### config.mk
export PLATFORM = sky130hd
export DESIGN_NAME = ps2_mode_ctrl
export DESIGN_NICKNAME = d
export VERILOG_FILES = /design/src/rtl/ps2_mode_ctrl.sv
export SDC_FILE = /design/constraint.sdc
export NUM_CORES = 1
export LEC_CHECK = 0
export ABC_AREA = 1
export CORE_UTILIZATION = 55
export DETAILED_ROUTE_END_ITERATION = 6
export PLACE_DENSITY = 0.86
export SLEW_MARGIN = 20
export SYNTH_ARGS = -nofsm -noshare
export SYNTH_HDL_FRONTEND = slang
export SYNTH_SLANG_ARGS = --single-unit
### constraint.sdc
create_clock -name i_clk -period 2.03 [get_ports i_clk]
set_input_delay 0.406 -clock i_clk [delete_from_list [all_inputs] [get_ports i_clk]]
set_output_delay 0.406 -clock i_clk [all_outputs]
set_load 0.02 [all_outputs]
### src/rtl/ps2_mode_ctrl.sv
// ps2_mode_ctrl
//   PS/2 keyboard mode controller. Synchronises the raw PS/2 pins, receives
//   11-bit frames (start, 8 data LSB first, odd parity, stop), decodes set-2
//   make/break/extended codes and holds a NUM_MODES-way mode register with a
//   registered one-hot LED drive.
//
//   Optional feature macro: PS2_MODE_CYCLE_EN
//     defined   : E0 74 (right arrow) steps the mode up, E0 6B (left arrow)
//                 steps it down, both wrapping.
//     undefined : every E0-prefixed code is ignored.
//
// Ports
//   i_clk          system clock, the only clock
//   i_rst_n        synchronous active-low reset
//   i_ps2_clk      raw PS/2 clock pin (asynchronous)
//   i_ps2_data     raw PS/2 data pin (asynchronous)
//   o_mode         current mode index 0..NUM_MODES-1
//   o_led          one-hot of o_mode
//   o_mode_chg     1-cycle pulse when o_mode takes a new, different value
//   o_scancode     last good received byte
//   o_scancode_vld 1-cycle pulse, o_scancode updated
//   o_frame_err    1-cycle pulse on bad start/parity/stop bit or timeout
module ps2_mode_ctrl #(
  parameter int NUM_MODES   = 5,
  parameter int TIMEOUT_CYC = 100000,
  parameter int SYNC_STAGES = 2,
  localparam int MODE_W     = $clog2(NUM_MODES)
) (
  input  logic                 i_clk,
  input  logic                 i_rst_n,
  input  logic                 i_ps2_clk,
  input  logic                 i_ps2_data,
  output logic [MODE_W-1:0]    o_mode,
  output logic [NUM_MODES-1:0] o_led,
  output logic                 o_mode_chg,
  output logic [7:0]           o_scancode,
  output logic                 o_scancode_vld,
  output logic                 o_frame_err
);

  localparam int TCNT_W = $clog2(TIMEOUT_CYC + 1);
  localparam logic [TCNT_W-1:0] TMO_LIMIT = TCNT_W'(TIMEOUT_CYC);
  localparam logic [3:0] NUM_MODES_4 = 4'(NUM_MODES);
  localparam logic [MODE_W-1:0] MAX_MODE = MODE_W'(NUM_MODES - 1);
  localparam logic [3:0] NO_KEY = 4'hF;

  generate
    if (NUM_MODES < 2 || NUM_MODES > 9) begin : g_bad_num_modes
      $error("ps2_mode_ctrl: NUM_MODES must be 2..9");
    end
    if (SYNC_STAGES < 2) begin : g_bad_sync
      $error("ps2_mode_ctrl: SYNC_STAGES must be >= 2");
    end
  endgenerate

  typedef enum logic [1:0] {
    S_IDLE,
    S_DATA,
    S_PARITY,
    S_STOP
  } rx_state_t;

  rx_state_t state_q, state_nxt;

  logic [SYNC_STAGES-1:0] clk_sync_q, data_sync_q;
  logic                   clk_prev_q;
  logic                   ps2_fall, sample;
  logic [7:0]             shift_q;
  logic [2:0]             bit_cnt_q;
  logic                   par_q;
  logic [TCNT_W-1:0]      tmo_cnt_q;
  logic                   timeout_hit;
  logic                   start_err, frame_good, frame_bad;
  logic                   brk_q, ext_q;
  logic [3:0]             key_idx;
  logic [MODE_W-1:0]      mode_nxt;
  logic                   chg_nxt;
  logic [NUM_MODES-1:0]   led_nxt;

  // Pins idle high, so the synchronisers reset to 1 to avoid a false edge.
  always_ff @(posedge i_clk) begin
    if (!i_rst_n) begin
      clk_sync_q  <= '1;
      data_sync_q <= '1;
      clk_prev_q  <= 1'b1;
    end else begin
      clk_sync_q  <= {clk_sync_q[SYNC_STAGES-2:0], i_ps2_clk};
      data_sync_q <= {data_sync_q[SYNC_STAGES-2:0], i_ps2_data};
      clk_prev_q  <= clk_sync_q[SYNC_STAGES-1];
    end
  end

  assign ps2_fall = clk_prev_q & ~clk_sync_q[SYNC_STAGES-1];
  assign sample   = data_sync_q[SYNC_STAGES-1];

  // A falling edge on the same cycle as the limit takes priority.
  assign timeout_hit = (state_q != S_IDLE) && !ps2_fall && (tmo_cnt_q == TMO_LIMIT);

  always_ff @(posedge i_clk) begin
    if (!i_rst_n) begin
      state_q <= S_IDLE;
    end else begin
      state_q <= state_nxt;
    end
  end

  always_comb begin
    state_nxt = state_q;
    if (ps2_fall) begin
      case (state_q)
        S_IDLE:   if (!sample) state_nxt = S_DATA;
        S_DATA:   if (bit_cnt_q == 3'd7) state_nxt = S_PARITY;
        S_PARITY: state_nxt = S_STOP;
        S_STOP:   state_nxt = S_IDLE;
        default:  state_nxt = S_IDLE;
      endcase
    end else if (timeout_hit) begin
      state_nxt = S_IDLE;
    end
  end

  // Frame verdicts; they are registered below so the pulses land on the
  // cycle after the deciding edge.
  always_comb begin
    start_err  = ps2_fall && (state_q == S_IDLE) && sample;
    frame_good = ps2_fall && (state_q == S_STOP) && sample && (^{shift_q, par_q});
    frame_bad  = ps2_fall && (state_q == S_STOP) && !(sample && (^{shift_q, par_q}));
  end

  always_ff @(posedge i_clk) begin
    if (!i_rst_n) begin
      shift_q   <= 8'h00;
      bit_cnt_q <= 3'd0;
      par_q     <= 1'b0;
      tmo_cnt_q <= '0;
    end else begin
      if (ps2_fall) begin
        case (state_q)
          S_IDLE:   bit_cnt_q <= 3'd0;
          S_DATA: begin
            shift_q   <= {sample, shift_q[7:1]};
            bit_cnt_q <= bit_cnt_q + 3'd1;
          end
          S_PARITY: par_q <= sample;
          default:  ;
        endcase
      end
      if (state_q == S_IDLE || ps2_fall || timeout_hit) begin
        tmo_cnt_q <= '0;
      end else begin
        tmo_cnt_q <= tmo_cnt_q + 1'b1;
      end
    end
  end

  always_ff @(posedge i_clk) begin
    if (!i_rst_n) begin
      o_scancode     <= 8'h00;
      o_scancode_vld <= 1'b0;
      o_frame_err    <= 1'b0;
    end else begin
      o_scancode_vld <= frame_good;
      o_frame_err    <= start_err || frame_bad || timeout_hit;
      if (frame_good) o_scancode <= shift_q;
    end
  end

  // Set-2 make codes for keys '1'..'9'.
  always_comb begin
    case (o_scancode)
      8'h16:   key_idx = 4'd0;
      8'h1E:   key_idx = 4'd1;
      8'h26:   key_idx = 4'd2;
      8'h25:   key_idx = 4'd3;
      8'h2E:   key_idx = 4'd4;
      8'h36:   key_idx = 4'd5;
      8'h3D:   key_idx = 4'd6;
      8'h3E:   key_idx = 4'd7;
      8'h46:   key_idx = 4'd8;
      default: key_idx = NO_KEY;
    endcase
  end

  always_comb begin
    mode_nxt = o_mode;
    chg_nxt  = 1'b0;
    if (o_scancode_vld && !brk_q && !ext_q && key_idx < NUM_MODES_4) begin
      mode_nxt = key_idx[MODE_W-1:0];
      chg_nxt  = (key_idx[MODE_W-1:0] != o_mode);
    end
`ifdef PS2_MODE_CYCLE_EN
    else if (o_scancode_vld && ext_q && !brk_q && o_scancode == 8'h74) begin
      mode_nxt = (o_mode == MAX_MODE) ? '0 : o_mode + 1'b1;
      chg_nxt  = 1'b1;
    end else if (o_scancode_vld && ext_q && !brk_q && o_scancode == 8'h6B) begin
      mode_nxt = (o_mode == '0) ? MAX_MODE : o_mode - 1'b1;
      chg_nxt  = 1'b1;
    end
`endif
    for (int i = 0; i < NUM_MODES; i++) begin
      led_nxt[i] = (mode_nxt == MODE_W'(i));
    end
  end

  // Prefix flags; a framing error drops any half-received sequence.
  always_ff @(posedge i_clk) begin
    if (!i_rst_n || o_frame_err) begin
      brk_q <= 1'b0;
      ext_q <= 1'b0;
    end else if (o_scancode_vld) begin
      if (o_scancode == 8'hF0) begin
        brk_q <= 1'b1;
      end else if (o_scancode == 8'hE0) begin
        ext_q <= 1'b1;
      end else begin
        brk_q <= 1'b0;
        ext_q <= 1'b0;
      end
    end
  end

  always_ff @(posedge i_clk) begin
    if (!i_rst_n) begin
      o_mode     <= '0;
      o_led      <= NUM_MODES'(1);
      o_mode_chg <= 1'b0;
    end else begin
      o_mode     <= mode_nxt;
      o_led      <= led_nxt;
      o_mode_chg <= chg_nxt;
    end
  end

endmodule
==> Word level (Yosys, flattened, before mapping) <==
Cells that the tools add are included.
{ "totals": {"register_bits": 57, "out_inout_bits": 19, "word_cells": 94} }
{ "classes": {"magnitude_cmp": 1, "eq_ne": 24, "mux": 11, "bitwise_logic": 4, "n_reduce_logical": 36, "addsub": 2} }
{ "op_table": {"columns": ["operator", "count"], "rows": [
  ["== test 8 x 6 -> 1 bit, second input constant", 6],
  ["case mux 4 bit (9 select lines)", 1],
  ["adder 17 x 1 -> 17 bit, second input constant", 1],
  ["== test 17 bit, second input constant", 1],
  ["== test 8 x 5 -> 1 bit, second input constant", 2],
  ["== test 8 bit, second input constant", 2],
  ["logical AND 1 bit", 12],
  ["AND reduction 2 bit", 6],
  ["XOR reduction 9 bit", 1],
  ["== test 8 x 7 -> 1 bit, second input constant", 1],
  ["two-way mux 2 bit", 4],
  ["case mux 2 bit (4 select lines)", 1],
  ["== test 3 x 2 -> 1 bit, second input constant", 2],
  ["== test 3 bit, second input constant", 2],
  ["!= test 3 bit, second input constant", 2],
  ["case mux 3 bit (2 select lines)", 1],
  ["nonzero test 2 bit", 3],
  ["zero test 1 bit", 5],
  ["logical OR 1 bit", 5],
  ["== test 2 bit, second input constant", 2],
  ["less-than comparator 4 x 3 -> 1 bit, second input constant", 1],
  ["adder 3 x 1 -> 3 bit, second input constant", 1],
  ["== test 3 x 1 -> 1 bit, second input constant", 1],
  ["zero test 3 bit", 1],
  ["10 further kinds", 14]
]} }

==> Logic depth before layout (Yosys ltp) <==
Gate-level depths: netlist (run 1).
{ "depth": {"ltp_word": 7, "mapped_depth": 13, "depth_no_buf": 13} }

==> Least setup slack after synthesis (run 1) <==
No wires, ideal clock.
{ "synth_path": {"path_type": "register -> register", "startpoint": "register o_scancode[0]", "endpoint": "register o_led[0]", "path_stages_with_launch": 14, "required_time_ns": 1.921, "synth_period_minus_slack_ns": 1.603, "slack_ns": 0.427, "arrival_time_ns": 1.494, "cell_sequence": "dfxtp_1 > inv_1 > nand2_1 > nor2_2 > nand2_1 > nand2_1 > nor2_1 > nand2_4 > nand2_2 > nand2_1 > nand2_2 > nand2_2 > inv_2 > nor2_2"} }
{ "synth_between": {"elab_chain_len": 6, "word_cells_on_any_way": 14, "cone_classes": "order compare: 1; eq/ne: 9; mux: 2; reduce/logical: 2"} }
{ "synth_lines": {"columns": ["item", "line", "source"], "rows": [
  ["start, declared", "36", "output logic [7:0] o_scancode,"],
  ["start signal, assigned", "164", "if (frame_good) o_scancode <= shift_q;"],
  ["== test 8 x 7 -> 1 bit (tied with other cells)", "170", "case (o_scancode)"],
  ["case mux 4 bit (9 select lines) (*)", "170", null],
  ["less-than comparator 4 x 3 -> 1 bit", "187", "if (o_scancode_vld && !brk_q && !ext_q && key_idx < NUM_MODES_4) begin"],
  ["logical AND 1 bit", "187", null],
  ["two-way mux 3 bit (*)", "187", null],
  ["zero test 3 bit (*)", "201", "led_nxt[i] = (mode_nxt == MODE_W'(i));"],
  ["end signal, assigned", "229", "o_led <= led_nxt;"],
  ["end, declared", "34", "output logic [NUM_MODES-1:0] o_led,"]
]} }
Mark *: on every way between the ends. The rest lies on a longest branch, timed or not.
A chain may end at the register's enable or synchronous reset.

==> Final worst setup path (run 1) <==
{ "layout_path": {"startpoint": "register o_scancode[3]", "endpoint": "output o_scancode[3]"} }
No word-level cell between the ends.

==> results.json, run 1 <==
{
  "core_um2": 4820,
  "fin_crit_ns": 1.90,
  "holdPathStages": 1,
  "cpLargestDelayFamily": "buffers and inverters",
  "finalHoldViolations": 0,
  "crit_chain": "clkdlybuf4s50_1",
  "peakVddDrop_mv": 0.563,
  "rrSetupSlack_ns": 0.22,
  "layout-drive-gt1-share_pct": 16.3,
  "dpl_cell_area_um2": 3140,
  "cellLeakagePower_nw": 1.31,
  "wl_per_cell_um": 11.5,
  "finalCritPeriodShare_pct": 93.7,
  "synth_cell_type_count": 38,
  "viasPerCell": 5.10,
  "max-cap-violations": 0,
  "rsz0062_at_grt": "no",
  "wirelength_mm": 5.57,
  "slowest_stage": "clkdlybuf4s50_1",
  "synth_mux_area_share_pct": 0,
  "cts.sinks": 57,
  "worstSetupStartpointType": "flip-flop",
  "synth_xor_area_share_pct": 4.30,
  "vias": 2469,
  "drt_pre_antenna_iters": 5,
  "grt_use_total_pct": 23.6,
  "r2r_start": "tmo_cnt_q[0]",
  "end_kind": "primary output",
  "grt_use_met1_pct": 27.4,
  "cp_num_buf_inv": 1,
  "final_area_um2": 3360,
  "synth_seq_cells": 57,
  "htreeDepth": 3,
  "avgSynthCellArea_um2": 7.44,
  "syn-num-nets": 391,
  "root_buffer": "clkbuf_8",
  "arrival_ns": 1.50,
  "synth_fa_ha_area_share_pct": 3.55,
  "drcViolationCount": 0,
  "pre_cts_slack_ns": 0.266,
  "grt-busiest-layer": "met2",
  "rows": 25,
  "grtUsageMet3_pct": 6.72,
  "diodes": 0,
  "synth_compound_area_share_pct": 10.3,
  "yosys_warnings": 0,
  "relSlewSlack_pct": 60.6,
  "power_density_nw_per_um2": 709,
  "io_buffers": 22,
  "slew_violations": 0,
  "worst_slack_ns": 0.129,
  "dp_hpwl_mm": 4.03,
  "first_iter_violations": 190,
  "area_delta_synth_final_pct": 19.3,
  "setup-tns-final_ns": 0,
  "reg2reg_depth": 10,
  "seq_area_frac_synth_pct": 40.5,
  "io_pins": 23,
  "start_util_pct": 58.5,
  "status": "completed",
  "overflow": 0,
  "grt_pass1_vias": 2385,
  "antenna_found_initial": 0,
  "rr_endpoint": "tmo_cnt_q[14]",
  "die_area_um2": 5420,
  "grt_util_met2_pct": 39.3,
  "hold_start": "data_sync_q[0]",
  "clock_latency_ns": 0.34,
  "fmax_mhz": 526,
  "fin_skew_ns": 0.00768,
  "antenna_left": 0,
  "gp_congestion": 0.892,
  "clk_pin_slew_ns": 0.06,
  "die_width_um": 73.6,
  "critPathRequiredTime_ns": 1.62,
  "cts.path.max_buffers": 2,
  "worstSetupPathType": "flip-flop to primary output",
  "synth_top_family_by_area": "simple AND/OR/NAND/NOR gates",
  "worstPathMaxFanout": 8,
  "synth-simple-area-share_pct": 34.1,
  "numCtsBuffers": 9,
  "grt_pass1_wl_mm": 9.77,
  "fillCellCount": 394,
  "netlist_instances": 379,
  "cts_setup_buffers": 0,
  "finalSetupViolCount": 0,
  "cts_hold_buf": 0,
  "hp-class": "flip-flop to flip-flop",
  "fin_cells": 484,
  "cts_tree": "done",
  "dp_cells": 468,
  "tightestPinTransition_ns": 0.588,
  "grt_max_degree": 13,
  "min_to": "data_sync_q[1]",
  "fin_nets": 424,
  "critPathMaxStageDelay_ns": 0.67,
  "die_y_um": 73.6,
  "syn_area_um2": 2820,
  "cts_resized": 0
}
where the power goes:
group          internal, mW  switching [mW]  total, mW  leakage [nW]
clock                 0.735           0.429       1.16         0.116
sequential             1.13         0.00767       1.14         0.461
combinational        0.0322          0.0518     0.0840         0.731
cell usage after synthesis (all sizes together):
master / instances / area share, %
dfxtp: 57 / 40
ha: 8 / 3.5
inv: 47 / 6.3
nand3b: 1 / 0.27
xor2: 6 / 2.1
clkinv: 1 / 0.13
clkbuf: 2 / 0.27
nor3: 6 / 1.4
xnor2: 7 / 2.2
nand3: 27 / 5.5
or2: 5 / 1.1
nand4: 6 / 2.1
nand2: 77 / 12
o31ai: 1 / 0.27
nor4: 1 / 0.22
buf: 3 / 0.58
nor3b: 2 / 0.71
nor2: 71 / 11
a31o: 1 / 0.31
o21a: 1 / 0.27
o21ai: 21 / 3.7
a21oi: 28 / 5.8
flip-flops by register name, indices dropped and copies added (netlist names):
| signal | flops |
|---|---|
| tmo_cnt_q | 17 |
| o_scancode | 8 |
| shift_q | 8 |
| o_led | 5 |
| bit_cnt_q | 3 |
| o_mode | 3 |
| clk_sync_q | 2 |
| data_sync_q | 2 |
| state_q | 2 |
| brk_q | 1 |
| clk_prev_q | 1 |
| ext_q | 1 |
| o_frame_err | 1 |
| o_mode_chg | 1 |
| o_scancode_vld | 1 |
| par_q | 1 |
through the flow:
step	hold slack, ns	total power [mW]	utilization (%)
global placement	0.396	1.24	65.1
floorplan	0.393	1.22	-
detailed placement	0.403	1.24	65.1
CTS	0.418	2.41	69.8
global route	0.441	2.48	69.8
finish	0.414	2.39	69.8
metal layers:
layer | up-vias | part of all wire, %
li1 | 1269 | -
met1 | 1118 | 44
met2 | 71 | 49
met3 | 11 | 5.6
met4 | 0 | 1.7
met5 | - | 0
placed cells by master (no fill, tap or decap), drive strengths merged:
cell,instances
a21oi,28
o21ai,21
bufinv,1
nor3b,2
or2,5
nand3,27
nand3b,1
nor2,71
xor2,6
buf,5
nor4,1
nand2,77
clkbuf,15
nor3,6
a31o,1
clkdlybuf4s50,22
clkinv,1
inv,47
ha,8
o21a,1
dfxtp,57
o31ai,1
nand4,6
xnor2,7
how the worst max path moves through the flow:
stage | start | end | slack, ns | cells after the start
floorplan | o_scancode[0] | o_led[0] | 0.43 | 13
global placement | tmo_cnt_q[0] | tmo_cnt_q[10] | 0.37 | 8
detailed placement | tmo_cnt_q[0] | tmo_cnt_q[14] | 0.27 | 10
CTS | o_scancode[3] | o_scancode[3] | 0.12 | 1
global route | tmo_cnt_q[0] | tmo_cnt_q[14] | 0.04 | 10
finish | o_scancode[3] | o_scancode[3] | 0.13 | 1
logic make-up after synthesis:
| logic type | count (synthesis) |
|---|---|
| and+or+nand+nor | 196 |
| adders and majority gates | 8 |
| DFF | 57 |
| AOI/OAI and AO/OA | 52 |
| buffers and inverters | 53 |
| xor gates and xnor gates | 13 |
layout make-up:
class / instances / area (um2) / share of cell area (%)
clock buffers: 15 / 196 / 5.84
well taps: 67 / 83.8 / 2.49
inverters: 48 / 180 / 5.36
clock inverters: 1 / 30.0 / 0.893
flip-flops and latches: 57 / 1140 / 33.9
repair buffers: 27 / 258 / 7.66
multi-input cells: 269 / 1480 / 43.8
No activity file was read; power rests on OpenSTA's default activity.
==> inputs of run 2 (changes only) <==
- CAP_MARGIN: not set -> 25
==> results of run 2 <==
Same layout as run 1: the final DEF is identical, and so are final timing and power.
==> inputs of run 3 (changes only) <==
- ABC_CLOCK_PERIOD_IN_PS: not set -> 2029
==> results of run 3 <==
Same layout as run 1: the final DEF is identical, and so are final timing and power.
